$ cat src/rtl/id_ex_stage.sv
// rtl/id_ex_stage.sv - ID/EX pipeline register with load-use bubble insertion and flush
module id_ex_stage #(
   parameter int DATA_W  = 8,
   parameter int RADDR_W = 2,
   parameter int IMM_W   = 8,
   parameter int CNT_W   = 8
) (
   input  logic               clk,
   input  logic               reset,
   input  logic               id_valid,
   input  logic [5:0]         id_ctrl,
   input  logic [DATA_W-1:0]  id_rs_data,
   input  logic [DATA_W-1:0]  id_rt_data,
   input  logic [IMM_W-1:0]   id_imm,
   input  logic [RADDR_W-1:0] id_rs_addr,
   input  logic [RADDR_W-1:0] id_rt_addr,
   input  logic [RADDR_W-1:0] id_dst_addr,
   input  logic               flush,
   input  logic               ex_hold,
   output logic               ex_valid,
   output logic [5:0]         ex_ctrl,
   output logic [DATA_W-1:0]  ex_rs_data,
   output logic [DATA_W-1:0]  ex_rt_data,
   output logic [IMM_W-1:0]   ex_imm,
   output logic [RADDR_W-1:0] ex_rs_addr,
   output logic [RADDR_W-1:0] ex_rt_addr,
   output logic [RADDR_W-1:0] ex_dst_addr,
   output logic               stall_id,
   output logic [CNT_W-1:0]   bubble_cnt
);

   logic hz;

   // Conservative: any address match against a load in EX stalls, whether or not the operand is used.
   assign hz = id_valid & ex_valid & ex_ctrl[3] &
               ((ex_dst_addr == id_rs_addr) | (ex_dst_addr == id_rt_addr));

   assign stall_id = (hz & ~flush & ~ex_hold) | ex_hold;

   always_ff @(posedge clk or posedge reset) begin
      if (reset) begin
         ex_valid    <= 1'b0;
         ex_ctrl     <= 6'b0;
         ex_rs_data  <= '0;
         ex_rt_data  <= '0;
         ex_imm      <= '0;
         ex_rs_addr  <= '0;
         ex_rt_addr  <= '0;
         ex_dst_addr <= '0;
         bubble_cnt  <= '0;
      end else if (flush) begin
         ex_valid <= 1'b0;
         ex_ctrl  <= 6'b0;
      end else if (ex_hold) begin
         ex_valid <= ex_valid;
      end else if (hz) begin
         // Clearing ex_ctrl drops memread, so the hazard cannot persist past one bubble.
         ex_valid <= 1'b0;
         ex_ctrl  <= 6'b0;
         if (bubble_cnt != {CNT_W{1'b1}})
            bubble_cnt <= bubble_cnt + {{(CNT_W-1){1'b0}}, 1'b1};
      end else begin
         ex_valid    <= id_valid;
         ex_ctrl     <= id_valid ? id_ctrl : 6'b0;
         ex_rs_data  <= id_rs_data;
         ex_rt_data  <= id_rt_data;
         ex_imm      <= id_imm;
         ex_rs_addr  <= id_rs_addr;
         ex_rt_addr  <= id_rt_addr;
         ex_dst_addr <= id_dst_addr;
      end
   end

endmodule

$ cat config.mk
export PLATFORM = sky130hd
export DESIGN_NAME = id_ex_stage
export DESIGN_NICKNAME = d
export VERILOG_FILES = /design/src/rtl/id_ex_stage.sv
export SDC_FILE = /design/constraint.sdc
export NUM_CORES = 1
export LEC_CHECK = 0
export BUFFER_PORTS_ARGS = -buffer_cell sky130_fd_sc_hd__buf_2
export CAP_MARGIN = 0
export CORE_MARGIN = 5
export CORE_UTILIZATION = 45
export DETAILED_ROUTE_END_ITERATION = 12
export PLACE_DENSITY_LB_ADDON = 0.1
export RECOVER_POWER = 25
export SYNTH_ARGS = -nofsm -noshare
export SYNTH_HDL_FRONTEND = slang
export SYNTH_SLANG_ARGS = --single-unit
export TNS_END_PERCENT = 50
$ cat constraint.sdc
create_clock -name clk -period 2.4 [get_ports clk]
set_input_delay 0.24 -clock clk [delete_from_list [all_inputs] [get_ports clk]]
set_output_delay 0.24 -clock clk [all_outputs]
set_load 0.005 [all_outputs]
==> impl_metrics.ini <==
[detailed_routing]
post_drt_via_cell_ratio = 5.086
initialDrtViolationCount = 46
vias = 1353
highest_layer = met4
wl_met3_um = 295
wirelength_met1_um = 1774
wl_met2_um = 2165
ant_nets = 0
wl_um = 4263
wl_per_cell_um = 16.03
firstDrtPassIters = 6
drc = 0

[grt]
grt_pass1_vias = 1385
antenna_found_initial = 0
grt_max_degree = 46
grt_pass1_wl_um = 6906
grt.overflow.total = 0
grt_usage = 0.1472

[clock_network]
cts_made_buffers = 5
clockBufferDepth = 2
clock_latency_ns = 0.29
numClockSinks = 45
cts-htree-levels = 2
clkTransAtPathRegs_ns = 0.08
post_cts_buffers = 0
ctsResizeCount = 0
cts_root_buf = clkbuf_8
hold_buffers = 0
cts_tree = yes

[run_status]
status = finished, violations left
violations = max-capacitance violations, max-slew violations

[synth]
syn_area_per_cell_sq_um = 15.79
synth_seq_cells = 45
syn-cell-area_sq_mm = 0.001958
ys_seq_area_frac = 0.5751
syn_inst = 124
syn-num-nets = 166
ys_warn_count = 0
synthDistinctLibCells = 27

[timing]
setup_viol = 0
fin_skew_ns = 0.006367
finalMaxSlewViolations = 46
final.period_utilization = 0.7796
fmax_mhz = 534.5
setup_tns_ns = 0
fin_crit_ns = 1.871
finalWorstSetupSlack_ns = 0.5290
rsz0062_at_grt = no
worst_pin_slew_ns = 1.685
hold_viol_final = 0
slew_headroom = -0.1248

[min_path]
hp-class = in -> reg

[place]
dpl_worst_slack_ns = 0.5330
dp_hpwl_um = 3166
gp_congestion = 0.8820
io_buffers = 86
dp_cells = 258

[floorplanning]
dieHeight_um = 75.97
fp.coreArea_sq_mm = 0.004294
rows = 24
initial_core_util = 0.4560
ioPinCount = 87
die_x_um = 75.97
die_area_sq_mm = 0.005771

[critical_path]
worstPathArrival_ns = 2.05
cp_max_fo = 33
crit_path_start_kind = flip-flop
crit_required_ns = 2.58
reg2reg_slack_ns = 0.53
worst_setup_path_end_kind = flip-flop
critPathKind = reg -> reg

[power_and_ir_drop]
power.density_mw_per_mm2 = 739.2
ir_worst_vdd_mv = 0.3057
power_leakage_nw = 1.348

[run]
cap_violations = 1

[cells_and_area]
fin_cells = 266
num_antenna_cells = 0
layout-area-overhead-vs-synth_pct = 29.58
fin_nets = 255
drive_gt1_frac = 0.5981
-- through the flow --
step | util | area (sq um) | hold slack, ns | total power, W
after global placement | 0.5597 | 2404 | 0.4732 | 0.001223
after detailed placement | 0.5597 | 2404 | 0.4749 | 0.001235
final | 0.5909 | 2537 | 0.1733 | 0.001876
after floorplan | - | 1958 | 0.3881 | 0.001093
after global routing | 0.5909 | 2537 | 0.1657 | 0.001970
after CTS | 0.5909 | 2537 | 0.1610 | 0.001904
-- layer usage --
layer	up-vias	global-route usage
li1	624	-
met1	682	0.1733
met2	43	0.2509
met3	4	0.04858
met4	0	0.04804
met5	-	0
-- worst max-delay path: stages, from the launching register on --
cell and delay [ns]:
dfrtp_1 0.43, xnor2_1 0.18, a22oi_4 0.33, o21a_2 0.21, buf_12 0.23, mux2_2 0.36
-- logic make-up after synthesis --
group	count (synthesis)	share of synthesized area
AND/OR/NAND/NOR	17	0.04665
AO/OA/AOI/OAI	12	0.06007
buffers and inverters	7	0.04025
XOR/XNOR	11	0.04920
multiplexers	31	0.2224
adder cells (fa/ha/maj)	1	0.006389
flip-flops	45	0.5751
-- state kept, by name (all words and copies together), names as in the netlist, 2 cells and up --
name / count
ex_rs_addr: 2
ex_ctrl: 6
ex_rt_data: 8
ex_dst_addr: 2
ex_rt_addr: 2
bubble_cnt: 8
ex_imm: 8
ex_rs_data: 8
-- power by group --
group / internal [W] / switching [W] / total, W
combinational: 0.000196 / 0.000135 / 0.000331
sequential: 0.000838 / 0.0000450 / 0.000883
clock: 0.000413 / 0.000248 / 0.000661
total: 0.00145 / 0.000428 / 0.00188
-- worst paths after layout --
kind / start / end / cells past startpoint
worst max-delay path: ex_dst_addr[0]$_DFFE_PP0P_ / ex_rs_data[7]$_DFFE_PP0P_ / 5
worst min-delay path: id_rs_data[0] / ex_rs_data[0]$_DFFE_PP0P_ / 2
worst max register to register: ex_dst_addr[0]$_DFFE_PP0P_ / ex_rs_data[7]$_DFFE_PP0P_ / 5
worst min register to register: ex_ctrl[2]$_DFFE_PP0P_ / ex_ctrl[2]$_DFFE_PP0P_ / 1
max in group asynchronous: reset / ex_imm[6]$_DFFE_PP0P_ / 2
min in group asynchronous: reset / ex_imm[0]$_DFFE_PP0P_ / 2
-- synth_stat cells, drive strengths merged --
cell type / n / share of area
nor4b: 1 / 0.0045
nor3: 1 / 0.0026
inv: 2 / 0.0038
xnor2: 4 / 0.018
nor4: 3 / 0.0096
o31ai: 1 / 0.0038
xor2: 7 / 0.031
nor2: 3 / 0.0058
ha: 1 / 0.0064
o21a: 1 / 0.0038
a22oi: 1 / 0.011
a22o: 1 / 0.0045
mux2: 31 / 0.22
nand4: 1 / 0.0032
a32o: 6 / 0.031
o21ai: 1 / 0.0026
and3: 1 / 0.0032
nand3: 4 / 0.010
nor3b: 1 / 0.0038
dfrtp: 45 / 0.58
buf: 5 / 0.036
o211ai: 1 / 0.0038
nand2: 2 / 0.0038
-- final cells by class --
cell class | instances | area (sq um)
clock buffer | 5 | 68.82
timing repair buffer | 87 | 450.4
tap | 52 | 65.06
inverter | 2 | 7.507
clock inverter | 3 | 65.06
sequential | 45 | 1126
multi-input combinational | 72 | 754.5
fill | 368 | 1757
-- layout by cell type (no fill, tap or decap), drive strengths merged --
cell    instances
o211ai          1
buf            87
nor3            1
clkbuf          5
mux2           31
nand3           4
nor4b           1
and3            1
dfrtp          45
xnor2           4
o21ai           1
xor2            7
o31ai           1
nand2           2
nor3b           1
a22o            1
a22oi           1
nor2            3
nand4           1
bufinv          2
nor4            3
o21a            1
a32o            6
clkinv          1
inv             2
ha              1
Note: power is estimated with default switching activity, not from simulation.
